<file path="config.mk">
export PLATFORM = sky130hd
export DESIGN_NAME = cpm_req_que
export DESIGN_NICKNAME = d
export VERILOG_FILES = /design/src/rtl/cpm_req_que_pkg.sv /design/src/rtl/cpm_req_que_lane.sv /design/src/rtl/cpm_req_que.sv
export SDC_FILE = /design/constraint.sdc
export NUM_CORES = 1
export LEC_CHECK = 0
export CAP_MARGIN = 20
export CELL_PAD_IN_SITES_DETAIL_PLACEMENT = 1
export CELL_PAD_IN_SITES_GLOBAL_PLACEMENT = 2
export CORE_ASPECT_RATIO = 1.2
export CORE_MARGIN = 5
export CORE_UTILIZATION = 46
export DETAILED_ROUTE_END_ITERATION = 10
export GPL_TIMING_DRIVEN = 0
export PLACE_DENSITY = 0.9
export SLEW_MARGIN = 20
export SYNTH_ARGS = -nofsm -noshare
export SYNTH_HDL_FRONTEND = slang
export SYNTH_SLANG_ARGS = --single-unit
</file>
<file path="constraint.sdc">
create_clock -name clk -period 5.4 [get_ports clk]
set_clock_uncertainty 0.15 [all_clocks]
set_input_delay 0.81 -clock clk [delete_from_list [all_inputs] [get_ports clk]]
set_output_delay 0.81 -clock clk [all_outputs]
set_load 0.01 [all_outputs]
</file>
<file path="src/rtl/cpm_req_que_pkg.sv">
// cpm_pkg: shared defaults for the per-lane request queue.
//   CPM_REQ_DW / CPM_IDX_AW / CPM_DAT_DW / CPM_DEPTH / CPM_STV_TH : default
//   parameter values used by cpm_req_que and cpm_req_lane.
//   cpm_entry_t : one queued request {idx, dat} at the default widths.
package cpm_pkg;

  localparam int CPM_REQ_DW = 4;
  localparam int CPM_IDX_AW = 2;
  localparam int CPM_DAT_DW = 16;
  localparam int CPM_DEPTH  = 4;
  localparam int CPM_STV_TH = 15;

  typedef struct packed {
    logic [CPM_IDX_AW-1:0] idx;
    logic [CPM_DAT_DW-1:0] dat;
  } cpm_entry_t;

endpackage

</file>
<file path="src/rtl/cpm_req_que_lane.sv">
// cpm_req_lane: one requester lane -- a DEPTH-entry FIFO of {idx, dat},
// its occupancy count and (optionally) a head wait counter.
//   clk, rst          : clock, asynchronous active-high reset
//   psh_vld/idx/dat   : push request and entry
//   psh_rdy           : lane not full (registered state only)
//   req_arb, req_idx  : head valid and head index, to the arbiter
//   gnt_arb           : grant; pops the head in the same cycle
//   out_vld/idx/dat   : popped entry, presented the cycle after the grant
//   occ               : occupancy, 0..DEPTH
//   starve            : head has waited STV_TH cycles
// Macro CPM_REQ_QUE_STARVE_EN enables the wait counter; otherwise starve=0.
module cpm_req_lane
  import cpm_pkg::*;
#(
  parameter int IDX_AW = CPM_IDX_AW,
  parameter int DAT_DW = CPM_DAT_DW,
  parameter int DEPTH  = CPM_DEPTH,
  parameter int STV_TH = CPM_STV_TH
) (
  input  logic                     clk,
  input  logic                     rst,
  input  logic                     psh_vld,
  input  logic [IDX_AW-1:0]        psh_idx,
  input  logic [DAT_DW-1:0]        psh_dat,
  output logic                     psh_rdy,
  output logic                     req_arb,
  output logic [IDX_AW-1:0]        req_idx,
  input  logic                     gnt_arb,
  output logic                     out_vld,
  output logic [IDX_AW-1:0]        out_idx,
  output logic [DAT_DW-1:0]        out_dat,
  output logic [$clog2(DEPTH):0]   occ,
  output logic                     starve
);

  localparam int PW = $clog2(DEPTH);
  localparam int CW = PW + 1;
  localparam logic [CW-1:0] FULL = CW'(DEPTH);

  typedef struct packed {
    logic [IDX_AW-1:0] idx;
    logic [DAT_DW-1:0] dat;
  } entry_t;

  entry_t        mem [DEPTH];
  logic [PW-1:0] wptr;
  logic [PW-1:0] rptr;
  logic [CW-1:0] cnt;
  logic          push;
  logic          pop;

  // Ready depends only on the stored count, so a pop in the same cycle
  // never frees room for a push into a full lane.
  assign psh_rdy = (cnt != FULL);
  assign req_arb = (cnt != '0);
  assign req_idx = mem[rptr].idx;
  assign occ     = cnt;
  assign push    = psh_vld && psh_rdy;
  assign pop     = gnt_arb && req_arb;

  // Storage is deliberately left out of reset.
  always_ff @(posedge clk) begin
    if (push) mem[wptr] <= '{idx: psh_idx, dat: psh_dat};
  end

  always_ff @(posedge clk or posedge rst) begin
    if (rst) begin
      wptr    <= '0;
      rptr    <= '0;
      cnt     <= '0;
      out_vld <= 1'b0;
      out_idx <= '0;
      out_dat <= '0;
    end else begin
      out_vld <= pop;
      if (push) wptr <= wptr + PW'(1);
      if (pop) begin
        rptr    <= rptr + PW'(1);
        out_idx <= mem[rptr].idx;
        out_dat <= mem[rptr].dat;
      end
      case ({push, pop})
        2'b10:   cnt <= cnt + CW'(1);
        2'b01:   cnt <= cnt - CW'(1);
        default: cnt <= cnt;
      endcase
    end
  end

`ifdef CPM_REQ_QUE_STARVE_EN
  localparam logic [7:0] STV_LIM = 8'(STV_TH);
  logic [7:0] wcnt;

  always_ff @(posedge clk or posedge rst) begin
    if (rst) begin
      wcnt <= '0;
    end else if (pop || !req_arb) begin
      wcnt <= '0;
    end else if (wcnt != STV_LIM) begin
      wcnt <= wcnt + 8'd1;
    end
  end

  assign starve = (wcnt == STV_LIM);
`else
  // STV_TH is at least 1, so this is a constant 0 that still consumes the
  // parameter in the counter-less build.
  assign starve = (STV_TH == 0);
`endif

endmodule

</file>
<file path="src/rtl/cpm_req_que.sv">
// cpm_req_que: REQ_DW independent request FIFOs feeding an external arbiter.
//   clk, rst          : clock, asynchronous active-high reset
//   PSH_VLD/IDX/DAT   : per-lane push request and entry
//   PSH_RDY           : per-lane not full
//   REQ_ARB, REQ_IDX  : per-lane head valid / head index, to the arbiter
//   GNT_ARB           : per-lane grant from the arbiter
//   OUT_VLD/IDX/DAT   : per-lane issued entry, one cycle after the grant
//   OCC               : per-lane occupancy
//   STARVE            : per-lane head waited STV_TH cycles
// Macro CPM_REQ_QUE_STARVE_EN enables the starvation counters.
module cpm_req_que
  import cpm_pkg::*;
#(
  parameter int REQ_DW = CPM_REQ_DW,
  parameter int IDX_AW = CPM_IDX_AW,
  parameter int DAT_DW = CPM_DAT_DW,
  parameter int DEPTH  = CPM_DEPTH,
  parameter int STV_TH = CPM_STV_TH
) (
  input  logic                                 clk,
  input  logic                                 rst,
  input  logic [REQ_DW-1:0]                    PSH_VLD,
  input  logic [REQ_DW-1:0][IDX_AW-1:0]        PSH_IDX,
  input  logic [REQ_DW-1:0][DAT_DW-1:0]        PSH_DAT,
  output logic [REQ_DW-1:0]                    PSH_RDY,
  output logic [REQ_DW-1:0]                    REQ_ARB,
  output logic [REQ_DW-1:0][IDX_AW-1:0]        REQ_IDX,
  input  logic [REQ_DW-1:0]                    GNT_ARB,
  output logic [REQ_DW-1:0]                    OUT_VLD,
  output logic [REQ_DW-1:0][IDX_AW-1:0]        OUT_IDX,
  output logic [REQ_DW-1:0][DAT_DW-1:0]        OUT_DAT,
  output logic [REQ_DW-1:0][$clog2(DEPTH):0]   OCC,
  output logic [REQ_DW-1:0]                    STARVE
);

  for (genvar i = 0; i < REQ_DW; i++) begin : g_lane
    cpm_req_lane #(
      .IDX_AW (IDX_AW),
      .DAT_DW (DAT_DW),
      .DEPTH  (DEPTH),
      .STV_TH (STV_TH)
    ) u_lane (
      .clk     (clk),
      .rst     (rst),
      .psh_vld (PSH_VLD[i]),
      .psh_idx (PSH_IDX[i]),
      .psh_dat (PSH_DAT[i]),
      .psh_rdy (PSH_RDY[i]),
      .req_arb (REQ_ARB[i]),
      .req_idx (REQ_IDX[i]),
      .gnt_arb (GNT_ARB[i]),
      .out_vld (OUT_VLD[i]),
      .out_idx (OUT_IDX[i]),
      .out_dat (OUT_DAT[i]),
      .occ     (OCC[i]),
      .starve  (STARVE[i])
    );
  end

endmodule

</file>
Word-level counts from Yosys, hierarchy flattened
Memories as Yosys holds them, arrays and structs flattened.
Cells that the tools add are included.
Widths: inputs -> output; s select.

word-level totals
  input bits = 82
  bits in writable memories = 288
  output and inout bits = 108
  memories kept = 4
  bits in registers = 104
  logic and storage cells = 84

memories
  memory                words  width  read ports  clocked after memory_dff  write ports  RTL line                text
  g_lane[0].u_lane.mem  4      18     1           0                         1            cpm_req_que_lane.sv:45  entry_t mem [DEPTH];
  g_lane[1].u_lane.mem  4      18     1           0                         1            cpm_req_que_lane.sv:45
  g_lane[2].u_lane.mem  4      18     1           0                         1            cpm_req_que_lane.sv:45
  g_lane[3].u_lane.mem  4      18     1           0                         1            cpm_req_que_lane.sv:45

cells by class
  equality and inequality tests = 12
  $add $sub $neg = 16
  muxes and demuxes = 12
  reductions and logical operators = 16

operator list
  cell                 count
  $pmux 3 s2           4
  $add 2x1->2 const B  8
  $add 3x1->3 const B  4
  $ne 3x3->1 const B   4
  $reduce_bool 3->1    4
  $sub 3x1->3 const B  4
  $eq 2x1->1 const B   4
  $eq 2x2->1 const B   4
  $logic_and 1x1->1    8
  $mux 1               8
  $reduce_bool 2->1    4

Longest topological paths before layout
Gate-level depths: netlist (run 1).

  depth after elaboration = 4
  mapped depth = 9
  depth with buffers taken out = 9

By module
A second synthesis (run 1) with hierarchy kept.

unflattened totals
  cell total of the unflattened synthesis = 692
  area, all modules = 14,944.3 um^2

modules (own cells, without submodules)
  module        seq. area each (um^2)  cells each  area an instance (um^2)  times used
  cpm_req_lane  2,812.7                173         3,736.1                  4

Worst setup path after synthesis (run 1)
OpenSTA, ideal clock, no wires.

  path type = input-to-reg
  from = input GNT_ARB[0]
  to = register g_lane[0].u_lane.cnt[2]
  setup slack = 2.997 ns
  path buffers = 1
  stages on the path = 8
  data arrival time = 2.174 ns
  setup time = 0.079 ns
  data required time = 5.171 ns
  cell sequence = o31a_1 buf_2 ha_1 inv_1 fa_1 xor2_1 nor2_1 xor2_1

on the way
  cells in the longest elaborated chain, start to end = 3
  elaborated cells on any way between the ends = 5
  classes of those cells = eq/ne: 2; mux: 1; reduce/logical: 2

ends and longest elaborated chain
  what                                                    RTL line                text
  start: declaration                                      cpm_req_que.sv:28       input logic [REQ_DW-1:0] GNT_ARB,
  $logic_and 1x1->1 *                                     cpm_req_que_lane.sv:59  assign pop = gnt_arb && req_arb;
  named net g_lane[0].u_lane.pop                          cpm_req_que_lane.sv:50  logic pop;
  $eq 2x1->1 / $eq 2x2->1 (equally long branches)         cpm_req_que_lane.sv:82  case ({push, pop})
  $pmux 3 s2 / $reduce_bool 2->1 (equally long branches)  n/a
  end signal: assignment                                  cpm_req_que_lane.sv:83  2'b10: cnt <= cnt + CW'(1);
  end signal: assignment                                  cpm_req_que_lane.sv:84  2'b01: cnt <= cnt - CW'(1);
  end signal: assignment                                  cpm_req_que_lane.sv:85  default: cnt <= cnt;
  end: declaration                                        cpm_req_que_lane.sv:48  logic [CW-1:0] cnt;

Mark *: on every way through the listed nets, which the timed path passes. The rest lies on a longest branch.
A chain may end at the register's enable or synchronous reset.

==> run metrics, run 1 <==
Cells after DPL 1295; crit path buf inv count 2; Gate Count Post-Synth 699; simple-gate share of the synthesized area 0.0159; first-pass GRT wire length 48600 µm; initial antenna violation count 0; CTS tree done; largest fanout on the critical path 10; Post-DRT Antenna Nets 0; Fin Hold WS 352 ps; hold_sp g_lane[2].u_lane.out_dat[11]; final hold vios 0; crit-path cells buf_6, mux4_2, clkdlybuf4s50_1; Layout Cells excl Fill 1366; Die ar. 0.0364 mm²; residual DRC count 0; IO Pins 190; chip height 208 µm; Hold Crit Class flop to flop; hold endpoint g_lane[2].u_lane.out_dat[11]; GR Util All Layers 0.172; CTS sink count 392; final wirelength 30600 µm; DR pass1 iterations 4; Yosys top cell area share 0.576; synthesized flop and latch total 392; reg2reg path depth 9; Vias between 7000 and 8000; share of post-route cells with drive strength above 1 0.267; Area Growth Syn to Fin 24.7%; ys flop type edfxtp_1; main combinational cell family by area after synthesis multiplexers; number of port buffers between 150 and 200; synthesized area 0.0150 mm²; Max Fclk 317 MHz; row cnt 72; CP endpoint kind primary output; CTS resizes 0; reg2reg end g_lane[1].u_lane.occ[2]; ys async rst share 0.265; leak pwr 6.79 nW; Seq/Total Area, Yosys 0.750; CTS root buf clkbuf_16; Wirelength per Cell between 20 and 25 µm; cell family with most CP delay buffers and inverters; Vias/cell ~5.2; # diodes 0; CP Launch Type flop; Cell Pwr Density between 500 and 600 mW/mm²; clock tree buffer depth 3; flop2flop setup slack between 2000 and 3000 ps; Crit. Startpoint g_lane[3].u_lane.rptr[0]; Synth area leaders edfxtp_1, dfrtp_1, mux4_2, mux2_2, ha_1; global placement routability congestion 0.683; CP Class flop to primary output; unrepaired setup endpoints after global routing no; depth of the CTS H-tree 2; max incr delay on CP 580 ps; total gr overflow 0; setup bufs post-CTS 0; Iter 0 DRT Violations 453; RR Startpoint g_lane[1].u_lane.occ[0]; Yosys cell types 23; worst relative slew slack 0.311; Avg Inst Size Synth 21.5 µm²; Synth Area in Compound Gates 0.00267; Post-Synth XOR/XNOR Area 0.0140; pin count of the biggest net entering global routing 56; worst-margin pin slew 1030 ps; slowest CP cell mux4_2; period utilization 0.585; clk_lat worst skew 510 ps; vias in the first global route 8102; layout net count 1035; Area after DPL around 0.017 mm²; Die W 175 µm; max-cap check violation count 0; Slew Limit Fails 0; status complete, no violations; Finish-stage setup viols 0; post-DP HPWL 19700 µm; initial core utilization 0.465; clk slew on worst S/H paths 60 ps; area share of fa/ha/maj cells after synthesis 0.0220; Inserted Clock Buffers 39; core area 0.0323 mm²; Critical Path RT 4440 ps; WHS Path Cells 1; clock period minus worst slack 3160 ps; worst endpoint data arrival time 2200 ps; number of flops mapped to enable cells by yosys 288; design area 0.0187 mm²; worst vdd ir 399 µV; Synth area leader edfxtp_1; mux contribution to synthesized area 0.170; warnings from Yosys 0; CTS hold repair buffers 0
==> cell type report <==
class                      instances  area [µm²]
buffer                            40         290
clock buffer                      56        1150
clock inverter                    15         148
fill                            2774       13500
inverter                          25        98.8
multi-input combinational        245        3390
sequential                       392       11300
tap                              407         509
timing repair buffer             186        1880
==> worst max-delay path by stage <==
stage | to | slack [ps] | cells after the start
after floorplan | g_lane[0].u_lane.occ[0] | 1710 | 1
after global placement | g_lane[2].u_lane.out_dat[14] | -700 | 2
after detailed placement | g_lane[1].u_lane.occ[2] | 2230 | 9
after CTS | REQ_IDX[6] | 2190 | 3
after global routing | REQ_IDX[6] | 2130 | 3
final | REQ_IDX[6] | 2240 | 3
==> power by group <==
| part | total [W] | internal [W] | switching [W] | leakage (nW) |
|---|---|---|---|---|
| combinational | 0.00352 | 0.00197 | 0.00156 | 2.30 |
| sequential | 0.00453 | 0.00415 | 0.000382 | 3.86 |
| clock | 0.00272 | 0.00163 | 0.00109 | 0.633 |
| total | 0.0108 | 0.00774 | 0.00303 | 6.79 |
==> metal layers <==
layer,vias up,GRT usage,part of all wire
li1,3173,-,-
met1,3753,0.216,0.40
met2,170,0.306,0.54
met3,39,0.0359,0.046
met4,0,0.0417,0.017
met5,-,0,0
==> kinds of logic (layout without fill, tap and decap cells) <==
group                    after synthesis  count (layout)
XOR/XNOR                              24              24
multiplexers                         151             151
AO/OA/AOI/OAI                          5               5
flip-flops                           392             392
buffers and inverters                 65             322
adder cells (fa/ha/maj)               24              24
other                                  1               4
AND/OR/NAND/NOR                       37              37
==> cell usage after synthesis, types with 5 or more instances <==
master	count
edfxtp_1	288
dfrtp_1	104
mux4_2	72
mux2_2	64
inv_1	25
ha_1	20
and3_1	16
buf_2	16
buf_4	16
mux2_4	12
xnor2_1	12
xor2_1	12
buf_6	8
nand2_1	5
==> metrics by stage <==
step	setup slack [ps]	utilization	power (W)	setup TNS [ps]
detailed placement	2230	0.540	0.00818	0
floorplan	1710	-	0.00662	0
global placement	-700	0.539	0.00800	-71680
global route	2130	0.580	0.0114	0
finish	2240	0.580	0.0108	0
CTS	2190	0.580	0.0110	0
==> sequential cells by signal, indices dropped and copies added (netlist names) <==
register               count
g_lane.u_lane.out_dat     64
g_lane.u_lane.mem        288
g_lane.u_lane.occ         12
g_lane.u_lane.out_idx      8
g_lane.u_lane.rptr         8
g_lane.u_lane.wptr         8
g_lane.u_lane.out_vld      4
==> worst reg2reg max path, stage by stage (launching register included) <==
cell and delay [ps]:
dfrtp_1 460, or3b_4 460, and2_4 190, inv_1 60, ha_1 170, inv_1 60
fa_1 380, xor2_1 160, nor2_1 110, xor2_1 150
==> layout by cell type, fill, tap and decap left out, drive strengths merged, types with 5 or more instances in the layout <==
cell type      synthesis  routed
xnor2                 12      12
ha                    20      20
xor2                  12      12
nand2                  5       5
dfrtp                104     104
buf                   40      41
and3                  16      16
edfxtp               288     288
clkdlybuf4s50          0     185
inv                   25      25
mux2                  76      76
clkinv                 0      10
mux4                  72      72
clkbuf                 0      56
Power figures use the tool's default switching activity.
==> inputs of run 2 (changes only) <==
- CORE_UTILIZATION: 46 -> 42
- PLACE_DENSITY: 0.9 -> 0.84
- clock period: 5.4 -> 3.3 ns (I/O delays scaled with it)
==> run metrics, run 2 (synthesized netlist as in run 1, its figures left out) <==
residual DRC count 0 (unchanged); DR pass1 iterations 4 (unchanged); initial core utilization 0.427 (-0.0389); clk_lat worst skew 530 ps (+20 ps); Hold Crit Class input pin to asynchronous set/reset pin; Max Fclk about 350 MHz; row cnt 75 (+4.2%); highest-count cells in the layout ignoring fill and taps edfxtp_1, clkdlybuf4s50_1, dfrtp_1; clock period minus worst slack roughly 2900 ps; final hold vios 0 (unchanged); reg2reg path depth 8 (-1); Inserted Clock Buffers 41 (+5.1%); Area Growth Syn to Fin 26.2%; design area 0.0189 mm² (+1.2%); status complete, no violations; GR Util All Layers 0.158 (-0.0134); CP Launch Type flop; worst vdd ir 561 µV (+41%); Vias/cell 5.08 (-2.8%); # diodes 0 (unchanged); number of port buffers 185 (unchanged); worst-margin pin slew 1070 ps (+35.3 ps); Post-Route Utilization 0.538 (-0.0421); RR Startpoint g_lane[1].u_lane.occ[0]; chip height 217 µm (+4.4%); Wirelength per Cell 21.7 µm (-3.4%); flop2flop setup slack 830 ps (-2140 ps); Area after DPL 0.0176 mm² (+0.78%); total gr overflow 0 (unchanged); Iter 0 DRT Violations 265 (-42%); Vias 7253 (+1.7%); CTS tree done; Critical Path RT 2650 ps (-1790 ps); period utilization 0.865; CTS hold repair buffers 0 (unchanged); final wirelength 31000 µm (+1.1%); pin count of the biggest net entering global routing 29 (-48%); clock tree buffer depth 3 (unchanged); CTS resizes 0 (unchanged); depth of the CTS H-tree 2 (unchanged); max-cap check violation count 0 (unchanged); max FFs per register 288 (unchanged); CP endpoint kind primary output; register bank with the most flops g_lane.u_lane.mem; initial antenna violation count 2 (+2); leading cell type in the layout, fill and taps excluded edfxtp_1; Slew Limit Fails 0 (unchanged); clk slew on worst S/H paths 60 ps (about the same); Fill cells 3118 (+12%); leak pwr 6.86 nW (+0.98%); Die ar. 0.0396 mm² (+9.0%); core area 0.0352 mm² (+9.1%); IO Pins 190 (unchanged); CTS root buf clkbuf_16; worst relative slew slack 0.287 (-0.0235); Die W 183 µm (+4.4%); vias in the first global route 8226 (+1.5%); reg2reg end g_lane[1].u_lane.occ[2]; unrepaired setup endpoints after global routing no; largest fanout on the critical path 10 (unchanged); share of post-route cells with drive strength above 1 0.270 (+0.00296); layout net count 1040 (+0.48%); global placement routability congestion 0.715 (+4.7%); Finish-stage setup viols 0 (unchanged); post-DP HPWL 20400 µm (+3.9%); first-pass GRT wire length 48600 µm (-0.11%); Post-DRT Antenna Nets 0 (unchanged); CP Class flop to primary output; worst endpoint data arrival time 2210 ps (about the same); CTS sink count 392 (unchanged); Cell Pwr Density 944 mW/mm² (+64%); setup bufs post-CTS 0 (unchanged)
-- run 2: per-layer routing --
metal / routed length, µm / GRT usage
met1: 12000 / 0.193
met3: 1630 / 0.0337
met5: 21 / 0
met4: 655 / 0.0438
met2: 16700 / 0.285
-- run 2: through the flow --
step	total power, W	instances	worst slack, ps	hold slack (ps)	setup TNS, ps
after floorplan	0.0108	702	1020	385	0
after global placement	0.0131	1349	-42.0	340	-3060
after detailed placement	0.0134	1353	374	347	0
after CTS	0.0182	1429	376	193	0
after global routing	0.0189	1429	349	210	0
final	0.0179	1429	444	209	0
-- run 2: critical path: stages, from the launching register on --
cell and delay, ps:
dfrtp_1 370, buf_6 210, mux4_2 570, clkdlybuf4s50_1 530
-- run 2: worst max path at each step --
stage	start	slack (ps)	depth (start not counted)	endpoint
6_report	g_lane[2].u_lane.rptr[0]	440	3	REQ_IDX[4]
5_1_grt	g_lane[2].u_lane.rptr[0]	350	3	REQ_IDX[4]
4_1_cts	g_lane[2].u_lane.rptr[0]	380	3	REQ_IDX[4]
3_5_place_dp	GNT_ARB[1]	370	9	g_lane[1].u_lane.occ[2]
3_3_place_gp	rst	-40	2	g_lane[3].u_lane.out_dat[3]
2_1_floorplan	g_lane[0].u_lane.occ[0]	1020	9	g_lane[0].u_lane.occ[2]
-- run 2: cell type report --
cell class              count  area (µm²)  area share
plain buffers              40         290      0.0153
clock buffers              53        1130      0.0598
clock inverters            23         256      0.0135
inverters                  25        97.6     0.00515
multi-input cells         245        3390       0.179
flip-flops and latches    392       11300       0.594
well taps                 462         578      0.0305
repair buffers            189        1950       0.103
-- run 2: power breakdown --
group          total, W  internal (W)  leakage [nW]  switching [W]
clock network   0.00470       0.00283         0.672        0.00186
logic           0.00576       0.00323          2.33        0.00254
registers       0.00742       0.00679          3.86       0.000632
total            0.0179        0.0128          6.86        0.00503
